File: src/rtl/sccb_write_master.sv
// rtl/sccb_write_master.sv - SCCB 3-phase write master for OV7670 configuration
//
// Accepts one {dev_addr, reg_addr, reg_data} triple per start/ready handshake
// and serialises it as an SCCB 3-phase write on sioc/siod.
//
// Optional build macro: SCCB_ACK_CHECK_EN
//   Adds siod_in (sampled in the three released slots) and a sticky ack_err.
//
// Ports:
//   clk, rst_n        system clock, asynchronous active-low reset
//   start             write request, accepted when ready=1
//   dev_addr          SCCB device ID byte including the W bit
//   reg_addr          camera register address
//   reg_data          register value
//   ready             idle and able to accept start
//   done              one-cycle pulse when a write completes
//   sioc              SCCB clock
//   siod, siod_oe     SCCB data value and drive enable
//   siod_in, ack_err  (SCCB_ACK_CHECK_EN only) sampled bus data, sticky error
module sccb_write_master #(
    parameter int CLK_FREQ  = 25000000,
    parameter int SCCB_FREQ = 100000
) (
    input  logic       clk,
    input  logic       rst_n,
    input  logic       start,
    input  logic [7:0] dev_addr,
    input  logic [7:0] reg_addr,
    input  logic [7:0] reg_data,
`ifdef SCCB_ACK_CHECK_EN
    input  logic       siod_in,
    output logic       ack_err,
`endif
    output logic       ready,
    output logic       done,
    output logic       sioc,
    output logic       siod,
    output logic       siod_oe
);

    localparam int QRAW    = CLK_FREQ / (4 * SCCB_FREQ);
    localparam int QUARTER = (QRAW < 1) ? 1 : QRAW;
    localparam int QW      = (QUARTER > 1) ? $clog2(QUARTER) : 1;

    typedef enum logic [2:0] {
        IDLE  = 3'd0,
        START = 3'd1,
        BITS  = 3'd2,
        STOP  = 3'd3,
        FREE  = 3'd4
    } state_t;

    state_t      state_q, state_d;
    logic [QW-1:0] qcnt_q, qcnt_d;
    logic [1:0]  phase_q, phase_d;   // quarter index within the current state/bit
    logic [4:0]  bit_q, bit_d;       // bit slot 0..26
    logic [26:0] sr_q, sr_d;         // MSB is the bit currently on the bus
    logic        done_q, done_d;
    logic        ack_q, ack_d;
    logic        tick;
    logic        slot_rel;

    assign tick     = (state_q != IDLE) && (qcnt_q == QW'(QUARTER - 1));
    // Slots 8, 17 and 26 are the don't-care/ACK slots where the bus is released.
    assign slot_rel = (bit_q == 5'd8) || (bit_q == 5'd17) || (bit_q == 5'd26);

    always_ff @(posedge clk or negedge rst_n) begin
        if (!rst_n) begin
            state_q <= IDLE;
            qcnt_q  <= '0;
            phase_q <= 2'd0;
            bit_q   <= 5'd0;
            sr_q    <= '0;
            done_q  <= 1'b0;
            ack_q   <= 1'b0;
        end else begin
            state_q <= state_d;
            qcnt_q  <= qcnt_d;
            phase_q <= phase_d;
            bit_q   <= bit_d;
            sr_q    <= sr_d;
            done_q  <= done_d;
            ack_q   <= ack_d;
        end
    end

    always_comb begin
        state_d = state_q;
        phase_d = phase_q;
        bit_d   = bit_q;
        sr_d    = sr_q;
        done_d  = 1'b0;
        ack_d   = ack_q;
        sioc    = 1'b1;
        siod    = 1'b1;
        siod_oe = 1'b1;

        if (state_q == IDLE) begin
            qcnt_d = '0;
        end else if (tick) begin
            qcnt_d = '0;
        end else begin
            qcnt_d = qcnt_q + QW'(1);
        end

        case (state_q)
            IDLE: begin
                if (start) begin
                    state_d = START;
                    phase_d = 2'd0;
                    bit_d   = 5'd0;
                    sr_d    = {dev_addr, 1'b1, reg_addr, 1'b1, reg_data, 1'b1};
                    ack_d   = 1'b0;
                end
            end
            START: begin
                // siod falls while sioc is still high, then sioc drops.
                sioc = (phase_q != 2'd2);
                siod = 1'b0;
                if (tick) begin
                    if (phase_q == 2'd2) begin
                        state_d = BITS;
                        phase_d = 2'd0;
                    end else begin
                        phase_d = phase_q + 2'd1;
                    end
                end
            end
            BITS: begin
                sioc    = (phase_q == 2'd1) || (phase_q == 2'd2);
                siod_oe = !slot_rel;
                siod    = slot_rel ? 1'b1 : sr_q[26];
`ifdef SCCB_ACK_CHECK_EN
                if (slot_rel && tick && (phase_q == 2'd1) && siod_in) begin
                    ack_d = 1'b1;
                end
`endif
                if (tick) begin
                    phase_d = phase_q + 2'd1;
                    if (phase_q == 2'd3) begin
                        sr_d = {sr_q[25:0], 1'b0};
                        if (bit_q == 5'd26) begin
                            state_d = STOP;
                            phase_d = 2'd0;
                            bit_d   = 5'd0;
                        end else begin
                            bit_d = bit_q + 5'd1;
                        end
                    end
                end
            end
            STOP: begin
                // siod rises while sioc is high in the last quarter.
                sioc = (phase_q != 2'd0);
                siod = (phase_q == 2'd2);
                if (tick) begin
                    if (phase_q == 2'd2) begin
                        state_d = FREE;
                        phase_d = 2'd0;
                    end else begin
                        phase_d = phase_q + 2'd1;
                    end
                end
            end
            FREE: begin
                if (tick) begin
                    if (phase_q == 2'd3) begin
                        state_d = IDLE;
                        phase_d = 2'd0;
                        done_d  = 1'b1;
                    end else begin
                        phase_d = phase_q + 2'd1;
                    end
                end
            end
            default: begin
                state_d = IDLE;
            end
        endcase
    end

    assign ready = (state_q == IDLE);
    assign done  = done_q;

`ifdef SCCB_ACK_CHECK_EN
    assign ack_err = ack_q;
`endif

endmodule

File: config.mk
export PLATFORM = sky130hd
export DESIGN_NAME = sccb_write_master
export DESIGN_NICKNAME = d
export VERILOG_FILES = /design/src/rtl/sccb_write_master.sv
export SDC_FILE = /design/constraint.sdc
export NUM_CORES = 1
export LEC_CHECK = 0
export CORE_MARGIN = 3
export CORE_UTILIZATION = 40
export CTS_CLUSTER_DIAMETER = 100
export DETAILED_ROUTE_END_ITERATION = 8
export PLACE_DENSITY = 0.62
export SLEW_MARGIN = 20
export SYNTH_ARGS = -nofsm -noshare
export SYNTH_HDL_FRONTEND = slang
export SYNTH_SLANG_ARGS = --single-unit
File: constraint.sdc
create_clock -name clk -period 5.9 [get_ports clk]
set_clock_uncertainty 0.2 [all_clocks]
set_input_delay 0.59 -clock clk [delete_from_list [all_inputs] [get_ports clk]]
set_output_delay 0.59 -clock clk [all_outputs]
set_load 0.005 [all_outputs]
# Word-level counts from Yosys, hierarchy flattened
# Cells that the tools add are included.
# op_classes
n_lt_le_gt_ge	0
add_sub_neg	3
n_shift	0
div	0
bitwise	0
muxes	38
n_mul	0
reduce_logical	14
eq_ne	23
# op_table
cell	count
27-bit two-way mux	3
27-bit one-hot mux with 2 select lines	1
3-bit two-way mux	10
2-bit != test, second input constant	11
5-bit two-way mux	4
2-bit two-way mux	8
3-bit one-hot mux with 5 select lines	1
6-bit two-way mux	2
5-bit == test, second input constant	2
5-bit one-hot mux with 2 select lines	1
10-bit AND reduction	1
2-bit one-hot mux with 4 select lines	1
6-bit by 1-bit adder with 6-bit output, second input constant	1
3-bit by 2-bit == test with 1-bit output, second input constant	2
6-bit == test, second input constant	1
1-bit one-hot mux with 3 select lines	2
5-bit by 1-bit adder with 5-bit output, second input constant	1
5-bit by 4-bit == test with 1-bit output, second input constant	1
1-bit two-way mux	5
5-bit AND reduction	1
2-bit == test, second input constant	2
4-bit AND reduction	1
2-bit nonzero test	2
4-bit nonzero test	1
other kinds (11)	13
# totals
romBits	0
mem_count	0
latchBits	0
elab_cells	84
ramBits	0
ff_bits	44
output_inout_bits	5
input_bits	27

# Logic depth before layout (Yosys ltp)
# Gate-level depths: netlist of run 1.
# logic_depth
depth_word	5
ltp_mapped	7
ltp_nobuf	6

# Worst setup path before layout of run 1
# No wires, ideal clock.
# synth_timing
path_type	flip-flop to output port
from	register state_q[0]
to	output siod
path_buffers	3
path_slack_ns	3.520
stages_incl_launch_ff	7
arrival_ns	1.590
required_time_ns	5.110
cell_sequence	dfrtp_1 or3b_1 buf_6 buf_6 buf_2 a211o_1 nand2_1
# synth_via
elab_chain_len	2
word_cells_on_any_way	4
classes_between	eq/ne: 3; mux: 1
# synth_lines
element	line	text
start, declared	53	state_t state_q, state_d;
start signal, assigned	77	state_q <= state_d;
3-bit by 2-bit == test with 1-bit output or 3-bit by 1-bit == test with 1-bit output (tied branches)	106	case (state_q)
1-bit one-hot mux with 3 select lines (*)	106	
end, declared	37	output logic siod,
# Mark *: on every way between the ends. The rest lies on a longest branch, timed or not.

# Worst setup path after layout of run 1
# layout_timing
from	register state_q[1]
to	output siod
# Same word-level chain as after synthesis.

==> flow_summary.ini, run 1 <==
[status]
outcome = finished, final reports clean

[clock_network]
clk_pin_slew_worst_paths_ns = 0.09
post-cts-setup-buffer-count = 0
cts_resized = 0
cts_buffers = 5
cts_root_buffer = clkbuf_8
ctsLongestPathBuffers = 2
insertion_delay_ns = 0.30
cts_hold_buf = 0
htreeDepth = 2
cts_tree = built
cts_sinks = 44

[grt]
overflow = 0
use_met3_pct = 3.301
grt_max_degree = 45
antenna_found_initial = 0
grt_pass1_wl_mm = 7.845
grt_pass1_vias = 1675
use_met1_pct = 19.53
top_usage_layer = met1
use_met2_pct = 19.42
grt_usage_pct = 13.37

[worst_hold_path]
hp-class = primary input to asynchronous set/reset pin

[timing]
setup_viol = 0
final_hold_viol_count = 0
worst_pin_slew_ns = 0.8047
setup_slack_ns = 2.554
max-slew-margin-rel_pct = 46.15
min_period_over_period_pct = 56.71
setup-tns-final_ns = 0
rsz0062_at_grt = no
drv_slew = 0
hold_ws_ns = 0.08989
min_period_ns = 3.346
max_freq_mhz = 298.9

[yosys]
synth-seq-cells = 44
synth_area_leaders = dfrtp_1 (44%), mux2_2 (13%), mux2_4 (9.6%)
synth-async-reset-ratio_pct = 100.0
synth_edf_count = 0
syn_inst = 222
yosys_warnings = 0
ys_seq_area_share_pct = 43.91
yosys.area.top_type = dfrtp_1
synthFlopType = dfrtp_1
ys_types = 41
avgSynthCellArea_sq_um = 11.29
yosysTopAreaCellShare_pct = 43.91
syn_area_sq_um = 2507
syn-num-nets = 260

[place]
io_buffers = 31
place_ws_ns = 2.891
dpl.hpwl_mm = 3.047
place_congestion = 0.7943

[power_and_ir_drop]
power_density_nw_per_um2 = 280.3
p_leak_nw = 1.379
ir_drop_uv = 213.1
p_total_uw = 832.1

[die]
fp.dieW_um = 85.18
num_rows = 28
dieArea_sq_um = 7255
fp.dieH_um = 85.18
initial_utilization_pct = 41.85
ioPinCount = 32
core_sq_um = 5991

[flow_run]
maxCapViolations = 0

[routing]
drc_errors = 0
avgViaCountPerCell = 5.218
wire_per_inst_um = 14.27
routed_wl_mm = 4.639
via_count = 1696
drtIter0Drc = 189
ant_nets = 0
drt-pass1-iter-count = 4

[finish]
nets = 287
area_growth_pct = 18.41
drive_above_1_share_pct = 24.40
fillers = 547
final_common_cell = dfrtp_1
n_antenna_cell = 0
final_cell_mix = dfrtp_1 (44), mux2_2 (30), clkdlybuf4s50_1 (30), nor2_1 (20)

[worst_setup_path]
startpoint_type = register
crit_arrival_ns = 2.56
crit_required_ns = 5.11
endpoint_kind = output port
worstSetupPathType = register to output port
crit_path_max_fanout = 35
-- metrics by stage --
step | instance area (sq um) | util, % | instances
after global routing | 2969 | 49.56 | 325
final | 2969 | 49.56 | 325
after CTS | 2967 | 49.52 | 325
after global placement | 2845 | 47.49 | 317
after detailed placement | 2845 | 47.49 | 317
after floorplan | 2507 | - | 222
-- kinds of logic after synthesis --
group	synth area share [%]
and+or+nand+nor	11.38
muxes	24.25
DFF	43.91
AOI/OAI and AO/OA	8.833
buffers and inverters	4.391
adders and majority gates	5.489
xor gates and xnor gates	1.747
-- path summary, 6_finish.rpt --
check                           cells after the start                   start  slack, ns                   end
max in group asynchronous                           1                   rst_n       5.02   sr_q[2]$_DFFE_PN0P_
worst min register to register                      1     qcnt_q[0]$_DFF_PN0_       0.30   qcnt_q[0]$_DFF_PN0_
min in group clk                                    1     qcnt_q[0]$_DFF_PN0_       0.30   qcnt_q[0]$_DFF_PN0_
worst max-delay path                                5  state_q[1]$_DFFE_PN0P_       2.55                  siod
worst min-delay path                                1                   rst_n       0.09  sr_q[16]$_DFFE_PN0P_
worst max register to register                      6  phase_q[0]$_DFFE_PN0P_       3.47   sr_q[5]$_DFFE_PN0P_
-- per-layer routing --
metal | share of wire, % | routed length [um]
met3 | 4.1 | 190
met5 | 0 | 0
met2 | 44 | 2048
met4 | 1.2 | 55
met1 | 51 | 2345
-- state kept, by name, indices dropped and copies added (netlist names) --
| signal | cells |
|---|---|
| done | 1 |
| sr_q | 27 |
| phase_q | 2 |
| qcnt_q | 6 |
| state_q | 3 |
| bit_q | 5 |
-- power by group --
part / switching [mW] / internal (mW)
Combinational: 0.0903 / 0.0996
Sequential: 0.0472 / 0.349
Clock: 0.108 / 0.139
-- final cells by class --
class	instances	area, sq um	area share (%)
Clock buffer	6	82.58	2.781
Clock inverter	2	38.79	1.306
Tap cell	75	93.84	3.161
Multi-Input combinational cell	156	1296	43.66
Inverter	9	33.78	1.138
Sequential cell	44	1101	37.08
Timing Repair Buffer	33	322.8	10.87
-- cell usage after synthesis (3+ instances only) --
cell type  number
buf_2           4
nor2_1         20
dfrtp_1        44
inv_1           9
nand2_1        16
and3_1          3
a21oi_1         4
ha_1           11
mux2_2         30
nand2b_1        3
mux2i_1         3
clkbuf_1        6
nor3_1          3
xnor2_1         3
nand3_1         4
or2_2           3
o21ai_0         8
a41oi_1         3
buf_6           3
mux2_4         16
-- worst max-delay path, cell delays in order, from the launching register on --
cell and delay, ns:
dfrtp_1 0.64, or3b_1 0.39, buf_4 0.28, a211o_1 0.35
nand2_1 0.08, clkdlybuf4s50_1 0.50
Power figures use the tool's default switching activity.
==> inputs of run 2 (changes only) <==
==> constraint.sdc (replaced) <==
create_clock -name clk -period 3.2 [get_ports clk]
set_clock_uncertainty 0.2 [all_clocks]
set_input_delay 0.32 -clock clk [delete_from_list [all_inputs] [get_ports clk]]
set_output_delay 0.32 -clock clk [all_outputs]
set_load 0.005 [all_outputs]
==> flow_summary.ini, run 2 (synthesis results as in run 1) <==
[worst_setup_path]
startpoint_type = register
worstSetupPathType = register to output port
endpoint_kind = output port
r2r_slack_ns = 0.78
crit_arrival_ns = 2.20
worstReg2RegStart = phase_q[0]$_DFFE_PN0P_
r2r_cells = 6
crit_required_ns = 2.68
crit_path_max_fanout = 16
reg2reg_to = sr_q[12]$_DFFE_PN0P_

[finish]
nets = 289
design_area_sq_um = 2960
n_antenna_cell = 0
final_cell_mix = dfrtp_1 (44), mux2_2 (30), clkdlybuf4s50_1 (30), nor2_1 (20)
fin_cells = 326
drive_above_1_share_pct = 23.90
final_common_cell = dfrtp_1
reg.largest.list = sr_q: 27 flops, qcnt_q: 6 flops, bit_q: 5 flops
largest_reg_flops = 27
area_growth_pct = 18.06
regMostFlops = sr_q

[grt]
antenna_found_initial = 0
use_met1_pct = 18.06
grt_max_degree = 45
use_met2_pct = 20.41
grt_usage_pct = 13.39
use_met3_pct = 4.175
grt_pass1_vias = 1670
grt_pass1_wl_mm = 7.769
overflow = 0
top_usage_layer = met2

[routing]
drc_errors = 0
wire_per_inst_um = 13.56
routed_wl_mm = 4.421
avgViaCountPerCell = 5.224
via_count = 1703
drt-pass1-iter-count = 4
ant_nets = 0
drtIter0Drc = 88

[worst_hold_path]
hp-class = register to register
min_to = qcnt_q[0]$_DFF_PN0_
hp-start = qcnt_q[0]$_DFF_PN0_
whs_path_depth = 1

[place]
placed_cells = 317
io_buffers = 31
place_congestion = 0.8115
place_area_sq_um = 2845
dpl.hpwl_mm = 2.954

[power_and_ir_drop]
ir_drop_uv = 265.1
p_leak_nw = 1.374
p_total_mw = 1.395
power_density_nw_per_um2 = 471.3

[clock_network]
cts_sinks = 44
cts_tree = built
ctsLongestPathBuffers = 2
cts_resized = 0
cts_root_buffer = clkbuf_8
htreeDepth = 2
insertion_delay_ns = 0.29
clk_pin_slew_worst_paths_ns = 0.08
cts_buffers = 5

[flow_run]
maxCapViolations = 0

[die]
initial_utilization_pct = 41.85
ioPinCount = 32
fp.dieH_um = 85.18
num_rows = 28
core_sq_um = 5991
dieArea_sq_um = 7255
fp.dieW_um = 85.18

[timing]
max_freq_mhz = 367.7
hold_ws_ns = 0.2922
drv_slew = 0
setup_viol = 0
min_period_over_period_pct = 84.98
max-slew-margin-rel_pct = 49.48
worst_pin_slew_ns = 0.7550
rsz0062_at_grt = no
setup-tns-final_ns = 0
final_hold_viol_count = 0
min_period_ns = 2.719

[status]
outcome = finished, final reports clean
-- run 2: changes by cell type in the layout (fill, tap and decap cells not counted), sizes merged --
cell / previous run / this run
buf: 3 / 4
bufinv: 1 / 0
dlygate4sd3: 0 / 1
-- run 2: routing by layer --
layer,vias up,part of all wire [%]
met5,-,0
met4,0,1.8
met3,8,4.9
met2,29,44
met1,826,49
li1,840,-
-- run 2: report_power, final --
group / switching (mW) / internal [mW]
Clock: 0.176 / 0.149
Combinational: 0.157 / 0.186
Sequential: 0.0844 / 0.643
Total: 0.418 / 0.978
-- run 2: worst max path at each step --
stage / from / endpoint / slack, ns
after floorplan: phase_q[0]$_DFFE_PN0P_ / sr_q[10]$_DFFE_PN0P_ / 1.06
after global placement: phase_q[0]$_DFFE_PN0P_ / sr_q[6]$_DFFE_PN0P_ / 0.79
after detailed placement: phase_q[0]$_DFFE_PN0P_ / sr_q[12]$_DFFE_PN0P_ / 0.78
after CTS: state_q[1]$_DFFE_PN0P_ / siod / 0.44
after global routing: state_q[1]$_DFFE_PN0P_ / siod / 0.34
final: state_q[1]$_DFFE_PN0P_ / siod / 0.48
-- run 2: area by class of cell --
class	count	area, sq um
flip-flops and latches	44	1101
clock buffers	6	72.57
repair buffers	35	357.8
inverters	9	33.78
clock inverters	1	5.005
multi-input cells	156	1296
fillers	547	3030
well taps	75	93.84
-- run 2: critical path, stage by stage (launching register included) --
cell,delay (ns)
dfrtp_1,0.63
or3b_1,0.41
a211o_1,0.29
nand2_1,0.08
clkdlybuf4s50_1,0.50
-- run 2: stage by stage --
stage / utilization [%] / setup slack (ns)
floorplan: - / 1.061
global placement: 47.49 / 0.7881
detailed placement: 47.49 / 0.7834
CTS: 48.79 / 0.4430
global route: 49.42 / 0.3377
finish: 49.42 / 0.4807
-- run 2: repair_timing --
action / 4_1_cts / 5_1_grt
buffers inserted: 0 / 0
hold buffers: 0 / 1
hold endpoints to repair: 0 / 20
==> inputs of run 3 (changes only) <==
--- a/config.mk
+++ b/config.mk
@@ -9,7 +9,7 @@
 export CORE_UTILIZATION = 40
 export CTS_CLUSTER_DIAMETER = 100
 export DETAILED_ROUTE_END_ITERATION = 8
-export PLACE_DENSITY = 0.62
+export PLACE_DENSITY = 0.64
 export SLEW_MARGIN = 20
 export SYNTH_ARGS = -nofsm -noshare
 export SYNTH_HDL_FRONTEND = slang
==> constraint.sdc (replaced) <==
create_clock -name clk -period 2.3 [get_ports clk]
set_clock_uncertainty 0.2 [all_clocks]
set_input_delay 0.23 -clock clk [delete_from_list [all_inputs] [get_ports clk]]
set_output_delay 0.23 -clock clk [all_outputs]
set_load 0.005 [all_outputs]
==> flow_summary.ini, run 3 (synthesis results as in run 1) <==
[routing]
wire_per_inst_um = 13.83
maxUsedRoutingLayer = met4
avgViaCountPerCell = 5.117
route.met2.wl_mm = 2.200
drtIter0Drc = 87
routed-wl-met3_um = 189
routed_wl_mm = 4.731
wl_met1_mm = 2.259
ant_nets = 0
drc_errors = 0
drt-pass1-iter-count = 4
via_count = 1750

[clock_network]
htreeDepth = 2
cts_sinks = 44
ctsLongestPathBuffers = 2
cts_root_buffer = clkbuf_8
cts_tree = built
clk_pin_slew_worst_paths_ns = 0.09
insertion_delay_ns = 0.30
cts_buffers = 5

[finish]
regMostFlops = sr_q
final_common_cell = dfrtp_1
reg.largest.list = sr_q: 27 flops, qcnt_q: 6 flops, bit_q: 5 flops
area_growth_pct = 25.50
fillers = 542
nets = 304
final_cell_mix = dfrtp_1 (44), mux2_2 (30), clkdlybuf4s50_1 (27), nor2_1 (20)
largest_reg_flops = 27
n_antenna_cell = 0
fin_cells = 342
drive_above_1_share_pct = 31.84

[place]
dpl.hpwl_mm = 3.098
place_congestion = 0.7777
placed_cells = 327
io_buffers = 31

[worst_setup_path]
startpoint_type = register
crit_arrival_ns = 1.73
reg2reg_to = sr_q[11]$_DFFE_PN0P_
r2r_cells = 8
slowest_delay_ns = 0.41
endpoint_kind = output port
worstSetupPathType = register to output port
slowest_stage = dfrtp_1
crit_required_ns = 1.87
crit_path_max_fanout = 4
critPathBufInv = 2
r2r_slack_ns = 0.14
path_delay_family = flip-flops
startpoint = bit_q[0]$_DFFE_PN0P_
path_common_cell = nand2_1
worstReg2RegStart = phase_q[0]$_DFFE_PN0P_
path_cells = inv_2, ha_1, mux2_2, nand2_1, a211o_1, nand2_1, clkdlybuf4s15_1

[power_and_ir_drop]
power_frac_clock_pct = 27.6
internal_power_mw = 1.549
combPwrFrac_pct = 27.7
p_leak_nw = 1.459
ir_drop_uv = 500.6
pwr-share-seq_pct = 44.7
power_density_nw_per_um2 = 703.2
p_total_mw = 2.213
switching_share_pct = 30.00
p_switching_uw = 663.9

[status]
outcome = finished, final reports clean

[die]
core_sq_um = 5991
ioPinCount = 32
num_rows = 28
fp.dieH_um = 85.18
initial_utilization_pct = 41.85
fp.dieW_um = 85.18
dieArea_sq_um = 7255

[timing]
final_hold_viol_count = 0
setup-tns-final_ns = 0
min_period_over_period_pct = 94.04
min_period_ns = 2.163
setup_viol = 0
max_freq_mhz = 462.3
drv_slew = 0
max-slew-margin-rel_pct = 59.71
worst_pin_slew_ns = 0.5892

[grt]
antenna_found_initial = 0
grt_pass1_vias = 1686
grt_usage_pct = 13.31
overflow = 0
grt_pass1_wl_mm = 7.797
grt_max_degree = 45

[flow_run]
maxCapViolations = 0

[worst_hold_path]
hp-class = primary input to asynchronous set/reset pin
==> run 3: changes by cell type in the layout (fill, tap and decap cells not counted), moves of 2 or more <==
| cell | before | now |
|---|---|---|
| buf_12 | 0 | 2 |
| buf_4 | 2 | 15 |
| clkdlybuf4s50_1 | 30 | 27 |
| dlygate4sd2_1 | 0 | 2 |
| ha_1 | 11 | 9 |
| ha_4 | 0 | 2 |
| inv_1 | 9 | 5 |
| inv_2 | 0 | 4 |
==> run 3: layout make-up <==
cell class | instances | area [sq um] | area share (%)
flip-flops and latches | 44 | 1101 | 34.99
inverters | 9 | 33.78 | 1.074
repair buffers | 50 | 476.7 | 15.15
clock inverters | 3 | 46.29 | 1.471
clock buffers | 5 | 68.82 | 2.187
multi-input cells | 156 | 1326 | 42.15
well taps | 75 | 93.84 | 2.982
==> run 3: worst max path at each step <==
stage                                end  slack [ns]  cells past startpoint
detailed placement                  siod        0.13                      7
CTS                  sr_q[4]$_DFFE_PN0P_        0.09                      8
floorplan           sr_q[10]$_DFFE_PN0P_        0.16                      7
global route                        siod      -0.002                      7
finish                              siod        0.14                      7
global placement                    sioc        0.18                      6
==> run 3: worst reg2reg max path, stage by stage (launching register included) <==
cell     delay [ns]
dfrtp_1        0.37
buf_4          0.11
buf_4          0.13
ha_1           0.18
nand2_1        0.06
nor3_1         0.24
o21a_2         0.23
buf_6          0.18
mux2_2         0.35
==> run 3: routing by layer <==
layer,vias to the layer above,GRT usage (%)
met5,-,0
met4,0,5.180
met3,8,3.010
met2,34,20.55
met1,838,18.22
li1,870,-
==> run 3: timing repair <==
item	in CTS	in global routing
resized for setup	8	7
setup endpoints to repair	3	13
hold buffers	1	0
buffers inserted	3	3
pin swaps	0	1
hold endpoints to repair	44	0
==> run 3: power groups by stage <==
stage / Combinational (mW) / Clock (mW) / Sequential [mW]
6_report: 0.612 / 0.612 / 0.989
5_1_grt: 0.704 / 0.656 / 1.01
4_1_cts: 0.571 / 0.627 / 0.988
3_5_place_dp: 0.541 / 0 / 1.00
3_3_place_gp: 0.530 / 0 / 1.00
2_1_floorplan: 0.356 / 0 / 0.994
==> run 3: per-stage QoR <==
step | setup slack [ns] | util (%) | hold WS [ns] | instance area (sq um)
after floorplan | 0.1605 | - | -0.2656 | 2507
after global placement | 0.1765 | 49.16 | 0.02678 | 2945
after detailed placement | 0.1250 | 49.16 | 0.02666 | 2945
after CTS | 0.09362 | 51.57 | 0.2196 | 3089
after global routing | -0.001735 | 52.53 | 0.2648 | 3147
final | 0.1370 | 52.53 | 0.2238 | 3147
